**config.mk**
```make
export PLATFORM = sky130hd
export DESIGN_NAME = button_event
export DESIGN_NICKNAME = d
export VERILOG_FILES = /design/src/rtl/button_pkg.sv /design/src/rtl/button_event.sv
export SDC_FILE = /design/constraint.sdc
export NUM_CORES = 1
export LEC_CHECK = 0
export ABC_AREA = 1
export CAP_MARGIN = 0
export CELL_PAD_IN_SITES_DETAIL_PLACEMENT = 1
export CELL_PAD_IN_SITES_GLOBAL_PLACEMENT = 1
export CORE_ASPECT_RATIO = 0.6
export CORE_MARGIN = 3
export CORE_UTILIZATION = 25
export DETAILED_ROUTE_END_ITERATION = 8
export GPL_ROUTABILITY_DRIVEN = 0
export PLACE_DENSITY_LB_ADDON = 0.3
export RECOVER_POWER = 100
export SYNTH_ARGS = -nofsm -noshare
export SYNTH_HDL_FRONTEND = slang
export SYNTH_SLANG_ARGS = --single-unit
export TNS_END_PERCENT = 50
```
**constraint.sdc**
```tcl
create_clock -name clk -period 3.9 [get_ports clk]
set_input_delay 0.78 -clock clk [delete_from_list [all_inputs] [get_ports clk]]
set_output_delay 0.78 -clock clk [all_outputs]
set_load 0.005 [all_outputs]
```
**src/rtl/button_pkg.sv**
```systemverilog
// Shared types and helpers for the button event detector.
package button_pkg;

  typedef enum logic [1:0] {
    StArm,
    StIdle,
    StHold,
    StLong
  } button_state_e;

  function automatic int unsigned max_u(input int unsigned a, input int unsigned b);
    return (a > b) ? a : b;
  endfunction

endpackage

```
**src/rtl/button_event.sv**
```systemverilog
// Turns a debounced button level into press/release/long-press/repeat pulses.
// Delay parameters are in nanoseconds; release/repeat ports carry a _pulse suffix (keywords).
module button_event
  import button_pkg::*;
#(
  parameter int unsigned LONG_DELAY   = 1_000_000_000,
  parameter int unsigned REPEAT_DELAY = 250_000_000,
  parameter int unsigned CLOCK_PERIOD = 20,
  parameter bit          REPEAT_EN    = 1'b1
) (
  input  logic clk,
  input  logic reset,
  input  logic btn_in,
  output logic press,
  output logic release_pulse,
  output logic long_press,
  output logic repeat_pulse,
  output logic held
);

  localparam int unsigned LONG_COUNT   = LONG_DELAY / CLOCK_PERIOD;
  localparam int unsigned REPEAT_COUNT = REPEAT_DELAY / CLOCK_PERIOD;
  localparam int unsigned MAX_COUNT    = max_u(LONG_COUNT, REPEAT_COUNT);
  localparam int unsigned CNT_W        = $clog2(MAX_COUNT + 1);

  localparam logic [CNT_W-1:0] LONG_TERM   = CNT_W'(LONG_COUNT - 1);
  localparam logic [CNT_W-1:0] REPEAT_TERM = CNT_W'(REPEAT_COUNT - 1);

  if (LONG_COUNT < 2) begin : g_long_chk
    $error("LONG_DELAY/CLOCK_PERIOD must be at least 2");
  end
  if (REPEAT_COUNT < 2) begin : g_repeat_chk
    $error("REPEAT_DELAY/CLOCK_PERIOD must be at least 2");
  end

  button_state_e    state_q, state_d;
  logic [CNT_W-1:0] cnt_q, cnt_d;
  logic             press_q, press_d;
  logic             release_q, release_d;
  logic             long_q, long_d;
  logic             repeat_q, repeat_d;
  logic             held_q, held_d;

  always_comb begin
    state_d   = state_q;
    cnt_d     = cnt_q;
    press_d   = 1'b0;
    release_d = 1'b0;
    long_d    = 1'b0;
    repeat_d  = 1'b0;
    unique case (state_q)
      // A button already down when reset drops is ignored until it is let go.
      StArm: begin
        if (!btn_in) state_d = StIdle;
      end
      StIdle: begin
        if (btn_in) begin
          state_d = StHold;
          cnt_d   = '0;
          press_d = 1'b1;
        end
      end
      // Release wins over a counter reaching its terminal value on the same edge.
      StHold: begin
        if (!btn_in) begin
          state_d   = StIdle;
          release_d = 1'b1;
        end else if (cnt_q == LONG_TERM) begin
          state_d = StLong;
          cnt_d   = '0;
          long_d  = 1'b1;
        end else begin
          cnt_d = cnt_q + 1'b1;
        end
      end
      StLong: begin
        if (!btn_in) begin
          state_d   = StIdle;
          release_d = 1'b1;
        end else if (cnt_q == REPEAT_TERM) begin
          cnt_d    = '0;
          repeat_d = REPEAT_EN;
        end else begin
          cnt_d = cnt_q + 1'b1;
        end
      end
      default: state_d = StArm;
    endcase
    held_d = (state_d == StHold) || (state_d == StLong);
  end

  always_ff @(posedge clk) begin
    if (reset) begin
      state_q   <= StArm;
      cnt_q     <= '0;
      press_q   <= 1'b0;
      release_q <= 1'b0;
      long_q    <= 1'b0;
      repeat_q  <= 1'b0;
      held_q    <= 1'b0;
    end else begin
      state_q   <= state_d;
      cnt_q     <= cnt_d;
      press_q   <= press_d;
      release_q <= release_d;
      long_q    <= long_d;
      repeat_q  <= repeat_d;
      held_q    <= held_d;
    end
  end

  assign press         = press_q;
  assign release_pulse = release_q;
  assign long_press    = long_q;
  assign repeat_pulse  = repeat_q;
  assign held          = held_q;

endmodule
```
==> flow_results.org, run 1 <==
** Run status
- The run finished with clean final reports.

** Yosys
- When the netlist entered floorplanning its net count stood at 312.
- Synthesized instance count :: 304
- Leading area contributor after synthesis :: sky130_fd_sc_hd__dfxtp_1
- Most used DFF post-synth :: sky130_fd_sc_hd__dfxtp_1
- By area the synthesized netlist is led by sky130_fd_sc_hd__dfxtp_1 (31%), sky130_fd_sc_hd__nand2_1 (12%), sky130_fd_sc_hd__nor2_2 (8.1%).
- Synthesis inferred 32 register bits.
- Asr flop ratio synth :: 0
- During synthesis, Yosys emitted a total of 0 warnings.
- Count of flip-flops with a built-in enable after synthesis :: 0
- By count the netlist is led by sky130_fd_sc_hd__nand2_1 (66), sky130_fd_sc_hd__inv_1 (35), sky130_fd_sc_hd__dfxtp_1 (32).
- The netlist uses 35 different library cells.
- Each instance of the synthesized netlist takes up on average 6.89 µm².
- The most common cell in the synthesized netlist is sky130_fd_sc_hd__nand2_1.
- Share of the yosys chip area belonging to registers :: 0.306
- Of the post-synthesis cell area, the dominant cell type holds 0.306.
- The synthesized netlist occupies a cell area of 2100 µm².

** STA
- The smallest clock period supported by the final layout is computed as 3.02 ns.
- Number of max-slew violations in the final report :: 0
- Transition at the pin with the smallest max-transition slack :: 0.373 ns
- Period utilisation layout :: 0.775
- Headroom to the max-slew limit came out at 0.750.
- Clock Skews :: 0.00585 ns
- Setup WS post-layout :: 0.878 ns
- Max Freq :: 331 MHz
- Setup repair after global routing left no endpoint under its margin.
- Final setup fails :: 0
- Summed over all failing endpoints, the final setup total negative slack is 0 ns.
- Final Hold Viols :: 0

** Critical path
- R2R cell count :: 8
- Data on the critical path arrives at its endpoint at 3.18 ns.
- The worst setup path is launched from a primary input.
- The worst setup path is of the in2reg kind.
- Endpoint class of the critical path :: flip-flop
- Required time of the worst setup path :: 4.06 ns
- Along the worst path, the maximum fanout reaches 20.

** Layout
- Growth of design area from synthesis to finish :: 11.5%
- Of the cells placed in the final design, the portion with a size suffix greater than 1 is 0.137.
- For this run, the post-layout net count is 321.
- With fillers left out, the area of the finished cells amounts to 2340 µm².
- Number of diodes :: 0

** Global route
- The via count of the first global-routing pass was 1877.
- Antenna violations before repair :: 0
- Entering global routing, the biggest net connects 21 pins.
- Wire length of the first global-routing pass :: 10600 µm
- For this run, the total global-route usage over all layers was measured as 0.140.
- For this run the aggregate overflow at the end of global routing stands at 0.

** Place
- After legalization and detailed placement, the total HPWL measured 5080 µm.
- Post-placement cell area :: 2240 µm²
- Pre-CTS setup slack :: 1.07 ns
- IO Port Bufs :: 7

** Clock tree
- Maximum level of the CTS H-tree :: 2
- TritonCTS created 5 clock buffers.
- Once the clock tree was built, the setup fixing pass inserted 0 buffers.
- Clock transition at the register clock pins on the worst setup and hold paths after CTS :: 0.05 ns
- Clock sink count :: 32
- The cell sitting at the root of the clock tree is a sky130_fd_sc_hd__clkbuf_16.
- # hold bufs at CTS :: 0
- Resized Gates After CTS :: 0
- Clock tree buffer depth :: 2
- For the worst-skew pair, the clock arrives at the later sink with an insertion delay of 0.28 ns.
- TritonCTS built the clock tree.

** Route
- The routed layout has 1914 vias.
- Dividing the detail-routed via count by the number of cells gives 4.54.
- The detailed router finished its first iteration with 147 violations.
- The routed design has 6420 µm of wire.
- For this run, design rule violations remaining after detail routing come to 0.
- The first TritonRoute pass finished after 4 iterations.
- Number of routed nets with antenna violations :: 0
- Dividing the detail-routed wire length by the instance count gives 15.2 µm.

** Floorplanning
- In this run the vertical extent of the chip is 76.9 µm.
- Initial standard-cell utilization of the core :: 0.262
- The floorplan has 25 rows.
- CORE AREA :: 8010 µm²
- Top Ports :: 8
- The die is 124 µm wide.
- Full die area :: 9550 µm²

** Hold path
- The min-delay analysis places its worst path in the category reg2reg.
- Counting instances, the worst hold path has a depth of 2.

** Job
- Across the run, the number of max-cap violations was 0.

** Power and ir drop
- Leakage power figure :: 0.000876 µW
- The worst-case IR drop observed on VDD is 140 µV.
- Power per cell area :: 355 nW/µm²
critical path, cell delays in order:
cell and delay [ns]:
sky130_fd_sc_hd__dlygate4sd3_1 0.71, sky130_fd_sc_hd__inv_1 0.12, sky130_fd_sc_hd__o21ai_0 0.16, sky130_fd_sc_hd__nand2_4 0.21
sky130_fd_sc_hd__inv_1 0.33, sky130_fd_sc_hd__nand3_1 0.37, sky130_fd_sc_hd__nand2_4 0.37, sky130_fd_sc_hd__nor2_1 0.09
area by class of cell:
type	instances	area (µm²)
Clock buffer	8	146
Fill cell	1033	5670
Inverter	41	154
Multi-Input combinational cell	226	1190
Sequential cell	32	641
Tap cell	108	135
Timing Repair Buffer	7	70.1
where the power goes:
part	internal (µW)	switching (µW)	total (µW)
combinational	24.2	65.0	89.2
sequential	333	8.72	342
clock	255	142	397
state kept, by name, indices dropped and copies added, names as in the netlist:
register,flops
repeat_pulse,1
press,1
cnt_q,26
long_press,1
state_q,2
release_pulse,1
path summary, 6_finish.rpt:
check | end | start | slack, ns
max | cnt_q[11] | btn_in | 0.88
min | cnt_q[0] | cnt_q[0] | 0.51
max reg2reg | cnt_q[11] | state_q[0] | 1.23
min reg2reg | cnt_q[0] | cnt_q[0] | 0.51
metal layers:
layer  share of wire  GRT usage  vias up
li1                -          -      997
met1            0.60      0.243      890
met2            0.35      0.164       25
met3           0.052     0.0369        2
met4          0.0012     0.0131        0
met5               0          0        -
stage by stage:
step                      instances  hold WS, ns  total power [µW]   util
after floorplan                 304        0.485               431      -
after global placement          414        0.519               449  0.280
after detailed placement        414        0.511               449  0.280
after CTS                       422        0.526               850  0.298
after global routing            422        0.553               869  0.292
final                           422        0.514               828  0.292
logic make-up after synthesis:
family / after synthesis / synth area share
AOI/OAI and AO/OA: 22 / 0.0609
xor gates and xnor gates: 6 / 0.0251
adders and majority gates: 5 / 0.0299
buffers and inverters: 46 / 0.103
DFF: 32 / 0.306
and+or+nand+nor: 193 / 0.475
cells in the final DEF (no fill, tap or decap), drive strengths merged:
cell / n
a21oi: 6
nor3: 11
nor2: 58
xor2: 3
o21bai: 1
nor4: 3
xnor2: 3
nor3b: 1
o22ai: 1
o2111ai: 1
nand3: 31
dlygate4sd3: 7
ha: 5
clkbuf: 8
or2: 2
o31ai: 1
nand4: 11
o21ai: 12
inv: 41
dfxtp: 32
nand3b: 1
nand2: 75
Power figures use the tool's default switching activity.
==> run 2: changes to the inputs <==
==> constraint.sdc (replaced) <==
create_clock -name clk -period 3 [get_ports clk]
set_input_delay 0.6 -clock clk [delete_from_list [all_inputs] [get_ports clk]]
set_output_delay 0.6 -clock clk [all_outputs]
set_load 0.005 [all_outputs]
==> run 2 against run 1 <==
Register-to-register slack got worse by 0.62 ns. Total power increased by 31%. Clock power increased by 31%. Cell area increased by 0.11%. Setup slack got worse by 0.46 ns. Utilization about the same. Wire length decreased by 1.9%. Non-clock buffer count unchanged. Sequential power increased by 30%. Via count increased by 0.16%. Largest power group unchanged.
==> flow_results.org, run 2 (synthesis results as in run 1) <==
** Layout
- Leaving out fill and tap cells, the most frequent cell in the layout is sky130_fd_sc_hd__nand2_1.
- Number of flip-flops under the largest register name :: 26
- Largest Register :: cnt_q
- Layout net count :: 321
- Commonest cells after routing, fill and taps aside :: sky130_fd_sc_hd__nand2_1 (67), sky130_fd_sc_hd__nor2_1 (42), sky130_fd_sc_hd__inv_1 (37), sky130_fd_sc_hd__dfxtp_1 (32), sky130_fd_sc_hd__nand3_1 (28)
- Total area of multi-input combinational cells :: 1190 µm²
- Share of final-layout standard cells stronger than drive strength 1 :: 0.134
- Filler cell count :: 1044
- Reg area :: 641 µm²
- The largest registers in the layout are cnt_q (26), state_q (2).
- 0 antenna diodes ended up in the layout.
- Growth of design area from synthesis to finish :: 11.6%

** Floorplanning
- For this configuration, the core starts out at a cell density of 0.262.
- Chip Width :: 124 µm
- Row count :: 25
- The die covers 9550 µm².
- Top Ports :: 8
- Vertical die dimension :: 76.9 µm
- The core region is 8010 µm².

** STA
- Total negative slack for setup checks :: 0 ns
- Setup repair after global routing left no endpoint under its margin.
- Setup slack on the critical path of the routed design comes to 0.417 ns.
- Setup violations remaining at the end of the flow were counted as 0.
- The final number of max-transition violations was 0.
- The worst pin sits at a relative slew slack of 0.735.
- Minimum clock period after layout :: 2.58 ns
- In the finished design, the share of the clock period the worst path needs comes to 0.861.
- For the pin with the worst max-slew slack, the measured transition is 0.398 ns.
- The clock arrives with 0.00750 ns of skew.
- Final Hold Viols :: 0
- Max Freq :: 387 MHz

** Power and ir drop
- Leakage power figure :: 0.000876 µW
- Of the total power, the share spent switching nets is 0.263.
- The internal power of the cells totals 799 µW.
- Switching power summed over all nets :: 285 µW
- Share of total power in sequential cells :: 0.410
- The share of total power dissipated in combinational logic is 0.111.
- Worst voltage drop across the vdd grid :: 172 µV
- The share of total power dissipated in the clock network is 0.478.
- Power per cell area :: 464 nW/µm²

** Clock tree
- After clock tree synthesis, the flow added hold-fix buffers numbering 0.
- The longest clock path from root to sink contains 2 buffers.
- Once the clock tree was built, the setup fixing pass inserted 0 buffers.
- TritonCTS Buffers :: 5
- Clock tree synthesis selected as its root buffer the cell sky130_fd_sc_hd__clkbuf_16.
- Maximum level of the CTS H-tree :: 2
- The later pin in the worst-skew pair is clocked with a latency of 0.28 ns.
- After clock tree synthesis, the clock-pin slew on the worst setup and hold paths is 0.05 ns.
- Counting every sink on the clock net gives 32.
- TritonCTS built the clock tree.
- Resized Gates After CTS :: 0

** Hold path
- The min-delay analysis places its worst path in the category reg2reg.

** Route
- In the final routed layout, each cell accounts on average for 14.9 µm.
- After detailed routing, the number of vias per cell comes to 4.54.
- Number of remaining DRC errors :: 0
- After detailed routing, the total wire length is 6300 µm.
- The count of nets left with antenna violations once routing finished came out at 0.
- The first routing iteration left 150 violations.
- Number of iterations in the first detailed-routing pass :: 4
- For this block, the via count after detailed routing is 1917.

** Job
- Max-cap violations in this run came to 0.

** Run status
- Outcome :: finished, final reports clean

** Global route
- For this run, the total global-route usage over all layers was measured as 0.136.
- Antenna violations before repair :: 0
- The via count of the first global-routing pass came to 1879.
- Largest net degree at the start of global routing :: 21
- After global routing the overflow that remains totals 0.
- Wire length of the first global-routing pass :: 10200 µm

** Critical path
- The worst setup path is captured at a flip-flop.
- Critical path peak fanout :: 15
- By startpoint and endpoint, the worst setup path is classified as in2reg.
- Required time of the worst setup path :: 3.17 ns
- Startpoint type of the worst setup path :: primary input
- At the worst endpoint, the arrival time is 2.75 ns.

** Place
- Before CTS, the worst setup slack after placement is 0.355 ns.
- HPWL Detailed :: 5010 µm
- IO Port Bufs :: 7
-- run 2: cell counts in the layout (fill, tap and decap cells not counted) --
No cell type changed its count.
-- run 2: cell type report --
type                            count  share of cell area
Sequential cell                    32               0.274
Multi-Input combinational cell    226               0.510
Tap cell                          108              0.0578
Clock buffer                        8              0.0626
Inverter                           41              0.0658
Timing Repair Buffer                7              0.0300
-- run 2: routing by layer --
layer	vias up	share of wire	GRT usage
met2	37	0.34	0.162
met4	0	0.0048	0.0175
met3	4	0.050	0.0369
li1	996	-	-
met5	-	0	0
met1	880	0.61	0.232
-- run 2: power groups by stage --
stage                     clock [µW]  sequential [µW]  combinational [µW]
final                            519              445                 121
after floorplan                    0              450                 111
after detailed placement           0              453                 130
after global placement             0              454                 130
after global routing             556              446                 136
after CTS                        533              445                 131
-- run 2: path summary, 6_finish.rpt --
kind	from	to	slack (ns)	cells past startpoint
worst max register to register	state_q[1]	cnt_q[22]	0.61	10
worst min register to register	cnt_q[0]	cnt_q[0]	0.53	2
worst min-delay path	cnt_q[0]	cnt_q[0]	0.53	2
worst max-delay path	btn_in	cnt_q[22]	0.42	10
-- run 2: worst max-delay path, cell delays in order --
cell and delay, ns:
sky130_fd_sc_hd__dlygate4sd3_1 0.72, sky130_fd_sc_hd__inv_2 0.08, sky130_fd_sc_hd__o21ai_1 0.15, sky130_fd_sc_hd__nand2_4 0.19, sky130_fd_sc_hd__inv_1 0.36, sky130_fd_sc_hd__nand2_1 0.21
sky130_fd_sc_hd__nor3_2 0.22, sky130_fd_sc_hd__nand3_1 0.10, sky130_fd_sc_hd__nand2_1 0.09, sky130_fd_sc_hd__nor2_2 0.03
-- run 2: through the flow --
step	std cells	total power [µW]	hold WS [ns]	instance area (µm²)	utilization
after detailed placement	414	584	0.511	2240	0.280
final	422	1080	0.533	2340	0.292
after global placement	414	583	0.519	2240	0.280
after global routing	422	1140	0.552	2340	0.292
after floorplan	304	561	0.485	2100	-
after CTS	422	1110	0.536	2380	0.298
==> run 3: changes to the inputs <==
--- a/config.mk
+++ b/config.mk
@@ -14,6 +14,7 @@
 export CORE_UTILIZATION = 25
 export DETAILED_ROUTE_END_ITERATION = 8
 export GPL_ROUTABILITY_DRIVEN = 0
+export HOLD_SLACK_MARGIN = 0.02
 export PLACE_DENSITY_LB_ADDON = 0.3
 export RECOVER_POWER = 100
 export SYNTH_ARGS = -nofsm -noshare
==> results of run 3 <==
No change in the layout: final DEF, timing and power equal those of run 2.
